## src/rtl/pld_pkg.sv

```systemverilog
// Shared types and fuse-count helpers for the PLD fuse programmer.
// The helpers size the AND and OR fuse planes from the PLD dimensions.
package pld_pkg;

   localparam int CHK_W = 8;

   typedef enum logic [1:0] {
      IDLE  = 2'd0,
      LOAD  = 2'd1,
      CHECK = 2'd2
   } prog_state_e;

   function automatic int and_fuses(input int n);
      return (2 ** (n + 2)) * (n ** 2);
   endfunction

   function automatic int or_fuses(input int n, input int m);
      return m * (2 ** (2 * n));
   endfunction

endpackage

```

## src/rtl/pld_fuse_shadow_reg.sv

```systemverilog
// Shadow register for an incoming fuse frame.
// Also keeps a running count of the ones in the frame, modulo 256.
module pld_fuse_shadow_reg
   import pld_pkg::*;
#(
   parameter int WIDTH = 12,
   parameter int IDX_W = 4
) (
   input  logic             clk_i,
   input  logic             rst_i,
   input  logic             clr_i,
   input  logic             wr_i,
   input  logic [IDX_W-1:0] idx_i,
   input  logic             bit_i,
   output logic [WIDTH-1:0] shadow_o,
   output logic [CHK_W-1:0] ones_o
);

   logic [WIDTH-1:0] shadow_q;
   logic [CHK_W-1:0] ones_q;

   // NOTE: the shadow is built from flops rather than RAM, so it can be cleared by the async reset.
   always_ff @(posedge clk_i or posedge rst_i) begin
      if (rst_i) begin
         shadow_q <= '0;
         ones_q   <= '0;
      end else if (clr_i) begin
         shadow_q <= '0;
         ones_q   <= '0;
      end else if (wr_i) begin
         shadow_q[idx_i] <= bit_i;
         ones_q          <= ones_q + CHK_W'(bit_i);
      end
   end

   assign shadow_o = shadow_q;
   assign ones_o   = ones_q;

endmodule

```

## src/rtl/pld_fuse_programmer.sv

```systemverilog
// Serial fuse-frame writer. It loads the payload into a shadow register and
// checks the trailing checksum. The live AND and OR fuse vectors change only on a matching checksum.
module pld_fuse_programmer
   import pld_pkg::*;
#(
   parameter  int NUM_PORTS_IN  = 1,
   parameter  int NUM_PORTS_OUT = 1,
   localparam int AND_FUSES     = and_fuses(NUM_PORTS_IN),
   localparam int OR_FUSES      = or_fuses(NUM_PORTS_IN, NUM_PORTS_OUT),
   localparam int TOTAL_FUSES   = AND_FUSES + OR_FUSES
) (
   input  logic                 clk_i,
   input  logic                 rst_i,
   input  logic                 start_i,
   input  logic                 cfg_bit_i,
   input  logic                 cfg_valid_i,
   output logic                 cfg_ready_o,
   output logic [AND_FUSES-1:0] and_matrix_fuses_conf_o,
   output logic [OR_FUSES-1:0]  or_matrix_fuses_conf_o,
   output logic                 busy_o,
   output logic                 done_o,
   output logic                 err_o,
   output logic                 configured_o
);

   localparam int TRL_IDX_W = $clog2(CHK_W);
   localparam int CNT_W     = ($clog2(TOTAL_FUSES) > TRL_IDX_W) ? $clog2(TOTAL_FUSES) : TRL_IDX_W;

   prog_state_e          state_q, state_d;
   logic [CNT_W-1:0]     bit_cnt_q, bit_cnt_d;
   logic [CHK_W-2:0]     trailer_q, trailer_d;
   logic [AND_FUSES-1:0] and_q, and_d;
   logic [OR_FUSES-1:0]  or_q, or_d;
   logic                 done_q, done_d;
   logic                 err_q, err_d;
   logic                 configured_q, configured_d;

   logic                   sh_clr, sh_wr, accept;
   logic [TOTAL_FUSES-1:0] shadow;
   logic [CHK_W-1:0]       ones_cnt;

   assign cfg_ready_o = (state_q == LOAD) || (state_q == CHECK);
   assign accept      = cfg_valid_i && cfg_ready_o;

   pld_fuse_shadow_reg #(
      .WIDTH (TOTAL_FUSES),
      .IDX_W (CNT_W)
   ) u_shadow (
      .clk_i    (clk_i),
      .rst_i    (rst_i),
      .clr_i    (sh_clr),
      .wr_i     (sh_wr),
      .idx_i    (bit_cnt_q),
      .bit_i    (cfg_bit_i),
      .shadow_o (shadow),
      .ones_o   (ones_cnt)
   );

   // NOTE: every signal gets a default first, so no path leaves it unassigned and no latch is inferred.
   always_comb begin
      state_d      = state_q;
      bit_cnt_d    = bit_cnt_q;
      trailer_d    = trailer_q;
      and_d        = and_q;
      or_d         = or_q;
      done_d       = 1'b0;
      err_d        = 1'b0;
      configured_d = configured_q;
      sh_clr       = 1'b0;
      sh_wr        = 1'b0;
      unique case (state_q)
         IDLE: begin
            if (start_i) begin
               state_d   = LOAD;
               bit_cnt_d = '0;
               sh_clr    = 1'b1;
            end
         end
         LOAD: begin
            if (accept) begin
               sh_wr = 1'b1;
               if (bit_cnt_q == CNT_W'(TOTAL_FUSES - 1)) begin
                  state_d   = CHECK;
                  bit_cnt_d = '0;
               end else begin
                  bit_cnt_d = bit_cnt_q + CNT_W'(1);
               end
            end
         end
         CHECK: begin
            if (accept) begin
               if (bit_cnt_q == CNT_W'(CHK_W - 1)) begin
                  // The final trailer bit is compared straight from the input, so the commit happens on this edge.
                  if ({cfg_bit_i, trailer_q} == ones_cnt) begin
                     and_d        = shadow[AND_FUSES-1:0];
                     or_d         = shadow[TOTAL_FUSES-1:AND_FUSES];
                     done_d       = 1'b1;
                     configured_d = 1'b1;
                  end else begin
                     err_d = 1'b1;
                  end
                  state_d   = IDLE;
                  bit_cnt_d = '0;
               end else begin
                  trailer_d[bit_cnt_q[TRL_IDX_W-1:0]] = cfg_bit_i;
                  bit_cnt_d = bit_cnt_q + CNT_W'(1);
               end
            end
         end
         default: state_d = IDLE;
      endcase
   end

   // NOTE: non-blocking assignments, so every register samples its pre-edge inputs.
   always_ff @(posedge clk_i or posedge rst_i) begin
      if (rst_i) begin
         state_q      <= IDLE;
         bit_cnt_q    <= '0;
         trailer_q    <= '0;
         and_q        <= '0;
         or_q         <= '0;
         done_q       <= 1'b0;
         err_q        <= 1'b0;
         configured_q <= 1'b0;
      end else begin
         state_q      <= state_d;
         bit_cnt_q    <= bit_cnt_d;
         trailer_q    <= trailer_d;
         and_q        <= and_d;
         or_q         <= or_d;
         done_q       <= done_d;
         err_q        <= err_d;
         configured_q <= configured_d;
      end
   end

   assign and_matrix_fuses_conf_o = and_q;
   assign or_matrix_fuses_conf_o  = or_q;
   assign busy_o                  = (state_q != IDLE);
   assign done_o                  = done_q;
   assign err_o                   = err_q;
   assign configured_o            = configured_q;

endmodule

```

## config.mk

```make
export PLATFORM = sky130hd
export DESIGN_NAME = pld_fuse_programmer
export DESIGN_NICKNAME = d
export VERILOG_FILES = /design/src/rtl/pld_pkg.sv /design/src/rtl/pld_fuse_shadow_reg.sv /design/src/rtl/pld_fuse_programmer.sv
export SDC_FILE = /design/constraint.sdc
export NUM_CORES = 1
export LEC_CHECK = 0
export CORE_UTILIZATION = 35
export CTS_BUF_LIST = sky130_fd_sc_hd__clkbuf_8
export CTS_CLUSTER_DIAMETER = 50
export DETAILED_ROUTE_END_ITERATION = 10
export GPL_TIMING_DRIVEN = 0
export MAX_ROUTING_LAYER = met4
export PLACE_DENSITY = 0.58
export SYNTH_ARGS = -nofsm -noshare
export SYNTH_HDL_FRONTEND = slang
export SYNTH_SLANG_ARGS = --single-unit
```

## constraint.sdc

```tcl
create_clock -name clk_i -period 2.8 [get_ports clk_i]
set_input_delay 0.84 -clock clk_i [delete_from_list [all_inputs] [get_ports clk_i]]
set_output_delay 0.84 -clock clk_i [all_outputs]
set_load 0.02 [all_outputs]
```

* After elaboration in Yosys (flattened, before gate mapping)
Index checks and enable logic that the tools add are counted.
** Operators by class
- Order comparisons :: 4
- Mux-type cells :: 34
- Add/sub/neg operators :: 2
- Reductions and logical operators :: 12
- Bitwise logic cells :: 1
- Eq/ne operators :: 10
** Operators by type and width (number)
- 2-to-1 mux 12 bit :: 2
- 2-to-1 mux 4 bit :: 5
- 2-to-1 mux 8 bit :: 2
- 2-to-1 mux 1 bit :: 14
- bitwise mux 12 bit :: 1
- case mux 4 bit (3 select lines) :: 1
- 2-to-1 mux 2 bit :: 5
- adder 8 x 1 -> 8 bit :: 1
- equality test 8 bit :: 1
- AND reduction 4 bit :: 2
- bitwise mux 7 bit :: 1
- inequality test 2 bit (second input constant) :: 3
- case mux 2 bit (3 select lines) :: 1
- less-than comparator 4 x 5 -> 1 bit (second input constant) :: 1
- AND reduction 5 bit :: 1
- adder 4 x 1 -> 4 bit (second input constant) :: 1
- demux 1 bit (select 4 bit) :: 1
- equality test 4 x 3 -> 1 bit (second input constant) :: 1
- equality test 4 bit (second input constant) :: 1
- >= comparator 4 x 1 -> 1 bit (second input constant) :: 1
- less-than comparator 3 x 4 -> 1 bit (second input constant) :: 1
- inequality test 2 x 1 -> 1 bit (second input constant) :: 2
- nonzero test 2 bit :: 2
- demux 1 bit (select 3 bit) :: 1
- 9 further kinds :: 11
** Word-level totals
- Flip-flop bits (word level) :: 48
- Output and inout port bits :: 17

* Longest topological paths before layout
- Word-level depth :: 7
- Depth in mapped cells :: 8

* Modules after synthesis
Synthesis repeated with hierarchy kept, for this count alone.
** Unflattened totals
- Cells, all modules :: 218
- Area total of the unflattened synthesis :: 2497.4 µm²
** By module, submodules not included
- pld_fuse_programmer :: cells each 121, area an instance 1491.4 µm², instances 1
- pld_fuse_shadow_reg :: cells each 97, area an instance 1006.0 µm², instances 1

* Worst setup path before layout
No wires, ideal clock.
- Path kind :: input-to-reg
- Start :: input cfg_valid_i
- End :: register state_q[0]
- Path buffers :: 1
- Cell stages on the path :: 5
- Arrival :: 2.023 ns
- Data required time :: 2.675 ns
- Setup time :: 0.125 ns
- Setup slack :: 0.652 ns
- Cell sequence :: clkbuf_1 > nor2b_1 > o21ai_0 > o311a_1 > mux2_2
** Between the ends
- Cells in the longest elaborated chain, start to end :: 3
- Elaborated cells between the ends (all ways) :: 4
** Ends and longest elaborated chain
- start, declared :: RTL line pld_fuse_programmer.sv:16 : input logic cfg_valid_i,
- logical AND 1 bit * :: RTL line pld_fuse_programmer.sv:43 : assign accept = cfg_valid_i && cfg_ready_o;
- inequality test 2 bit (no source line)
- AND reduction 5 bit (no source line) *
- end signal, assigned :: RTL line pld_fuse_programmer.sv:126 : state_q <= state_d;
- end, declared :: RTL line pld_fuse_programmer.sv:29 : prog_state_e state_q, state_d;
Mark *: on every way between the ends. The rest lies on a longest branch, timed or not.
A chain may end at the register's enable or synchronous reset.

* Worst setup path after layout
- Start :: register state_q[0]
- End :: output cfg_ready_o
** Between the ends
- Cells in the longest elaborated chain, start to end :: 2
- Elaborated cells between the ends (all ways) :: 3
** Ends and longest elaborated chain
- equality test 2 x 1 -> 1 bit or equality test 2 bit (tied branches) :: RTL line pld_fuse_programmer.sv:42 : assign cfg_ready_o = (state_q == LOAD) || (state_q == CHECK);
- logical OR 1 bit * :: RTL line pld_fuse_programmer.sv:42
- end, declared :: RTL line pld_fuse_programmer.sv:17 : output logic cfg_ready_o,
Marked as above.

==> metrics <==
run status completed; startpoint types register; Reg-to-Reg End u_shadow.shadow_o[0]; vias in the first global route 1623; Crit path largest cell delay about 0.64 ns; Finish-stage setup viols 0; drc violations 0; number of DRC markers in iteration 0 80; reg2reg start state_q[0]; fmax 378 MHz; die width 86.7 microns; final core occ a little over two fifths; Yosys cell types 40; syn_area_per_cell approximately 11 sq um; share of layout cells above drive strength 1 13.8%; Via Count 1736; storage element area ~1200 sq um; Post-Syn Nets ~250; post-synthesis sequential area ratio between 40 and 50%; CTS tree built; placed insts 350; antenna viol nets, final 0; CTS HTree Levels 2; IO buf count 20; PwrDens roughly 660 nW/um^2; max-cap viol count 0; CTS Sinks 48; VDD IR max about 0.45 mV; Post-CTS Setup Inserts 0; post-synth top area cell dfrtp_1; Overflow after GRT 0; Core Rows 30; final setup TNS 0 ns; largest net degree at the start of global routing around 40; area grow syn2layout 17.2%; Top FF cell, synth dfrtp_1; Area after DPL between 2000 and 3000 sq um; initial antenna violation count 0; # resized after CTS 0; Detailed Route WL approximately 4900 microns; Final min period 2.64 ns; synth top area cells dfrtp_1 (48%), mux2i_1 (5.6%), ha_1 (5.5%); Worst Path Arrival approximately 1.8 ns; final period utilization 94.4%; # hold bufs at CTS 0; CP Capture Type output pin; #FFs+latches synth 48; die area ~7500 sq um; Rel. slew slack 60.0%; Non-Filler Instances between 300 and 400; buffers plus inverters on the worst setup path 2; Post-synth top cells dfrtp_1 (48), nor2_1 (30), mux2i_1 (14), nand3_1 (14), mux2_2 (12); WHS Endpoint configured_o; RSZ-0062 raised after global routing no; mapped cell area approximately 2500 sq um; Tot GR Track Use between 10% and 20%; Design Area, Final between 2000 and 3000 sq um; max-slew violation count 0; initial core utilization a little over a third; Worst Max-Slew Pin Slew between 0.5 and 0.6 ns; CP Class register to output pin; post-synth top area share roughly 48%; CP Cell Sequence inv_1, ha_1, clkdlybuf4s50_1; Clock Skews 0.00896 ns; die height 86.7 microns; routed vias/inst between 4 and 5; CTS Root Buffer Type clkbuf_8; HP Class register to register; path length in cells of the critical path 3; Num CTS Buffers 5; Leakage 1.41 nW; R2R cell count 7; core area a little under 7000 sq um; Clock Latency Late Sink about 0.30 ns; FFs w/ async S/R, synth 100%; Detail Placement HPWL roughly 3600 microns; hold path start configured_o; CTS Buffer Depth 2; crit path max-delay cell type clkdlybuf4s50_1; Hold Crit Depth 1; IO Count 22; Post-Syn Instances 233; area of the multi-input gates 1220 sq um; Reg2Reg Setup Slack between 0.5 and 0.6 ns; hold slack final between 0.4 and 0.5 ns; Hold Fails Final Rpt 0; DR WL/cell approximately 14 microns; Final #Nets roughly 280; Post-synth EDFFs 0; gpl congestion 0.795; CP max FO 5; most frequent cell after synthesis dfrtp_1; clock-pin slew on the worst setup and hold paths ~0.09 ns; drt pass-1 iters 4; first-pass GRT wire length roughly 8100 microns; n_diodes 0; Yosys warnings 0; fillers approximately 680; Worst Path Required a little under 2 ns; Crit path max-delay family buffers and inverters
-- flip-flops by register name, summed over array words and instances, names as in the netlist --
| register | cells |
|---|---|
| configured_o | 1 |
| or_matrix_fuses_conf_o | 4 |
| u_shadow.ones_o | 8 |
| u_shadow.shadow_o | 12 |
| bit_cnt_q | 4 |
| err_o | 1 |
| done_o | 1 |
| trailer_q | 7 |
| and_matrix_fuses_conf_o | 8 |
| state_q | 2 |
-- cells by family after synthesis --
logic type / Yosys count / share of synthesized area (%)
flops: 48 / 47.8
xor+xnor: 12 / 4.19
compound gates: 17 / 4.29
mux: 35 / 16.3
fa+ha+maj: 11 / 5.48
simple gates: 89 / 18.4
buf+inv: 21 / 3.49
-- cell type report --
class	instances	share of cell area [%]
Clock inverter	1	0.298
Tap cell	96	4.08
Sequential cell	48	40.8
Inverter	8	1.02
Clock buffer	6	2.81
Multi-Input combinational cell	164	41.5
Timing Repair Buffer	21	7.48
Buffer	13	1.96
-- power breakdown --
part           internal (mW)  total, mW  leakage [nW]  switching, mW
sequential             0.756      0.817         0.664         0.0608
combinational          0.278      0.711         0.697          0.433
clock                  0.197      0.427        0.0473          0.230
total                   1.23       1.95          1.41          0.724
-- layer usage --
metal,vias up,share of wire (%),global-route usage (%)
met5,-,0,-
met4,0,1.5,5.00
met3,8,3.3,2.86
met2,35,44,22.4
met1,833,51,19.9
li1,860,-,-
-- cell usage in the layout (no fill, tap or decap), types with 2 or more instances in the layout --
master	synthesis	final
nand3_1	14	14
xor2_1	10	10
nand3b_1	2	2
inv_1	8	7
xnor2_1	2	2
nand4_1	5	5
or3_1	2	2
clkdlybuf4s50_1	0	20
a21oi_1	3	3
nor2b_1	5	5
nor4_1	3	3
dfrtp_1	48	48
mux2_4	9	9
mux2_2	12	12
nor2_1	30	30
clkbuf_8	0	6
nand2_1	10	10
nor3b_1	3	3
clkbuf_1	11	11
mux2i_1	14	14
o21ai_0	7	7
ha_1	11	11
nor3_1	5	5
-- through the flow --
| stage | worst slack [ns] | power (mW) |
|---|---|---|
| global placement | -0.173 | 1.53 |
| finish | 0.156 | 1.95 |
| global route | 0.0703 | 2.09 |
| detailed placement | 0.279 | 1.54 |
| floorplan | 0.652 | 1.33 |
| CTS | 0.132 | 1.98 |
-- worst reg2reg max path, stage by stage, from the launching register on --
cell and delay [ns]:
dfrtp_1 0.40, inv_1 0.09, ha_1 0.38, clkbuf_1 0.42, nand4b_1 0.29, nor3b_1 0.32
mux2i_1 0.21, nor2_1 0.05
-- worst max-delay path by stage --
stage                      startpoint                    endpoint  slack (ns)
after floorplan           cfg_valid_i                  state_q[0]        0.65
after global placement          rst_i  and_matrix_fuses_conf_o[1]       -0.17
after detailed placement    cfg_bit_i  and_matrix_fuses_conf_o[4]        0.28
after CTS                  state_q[1]                 cfg_ready_o        0.13
after global routing       state_q[1]                 cfg_ready_o        0.07
final                      state_q[0]                 cfg_ready_o        0.16
(Power assumes the default switching activity.)
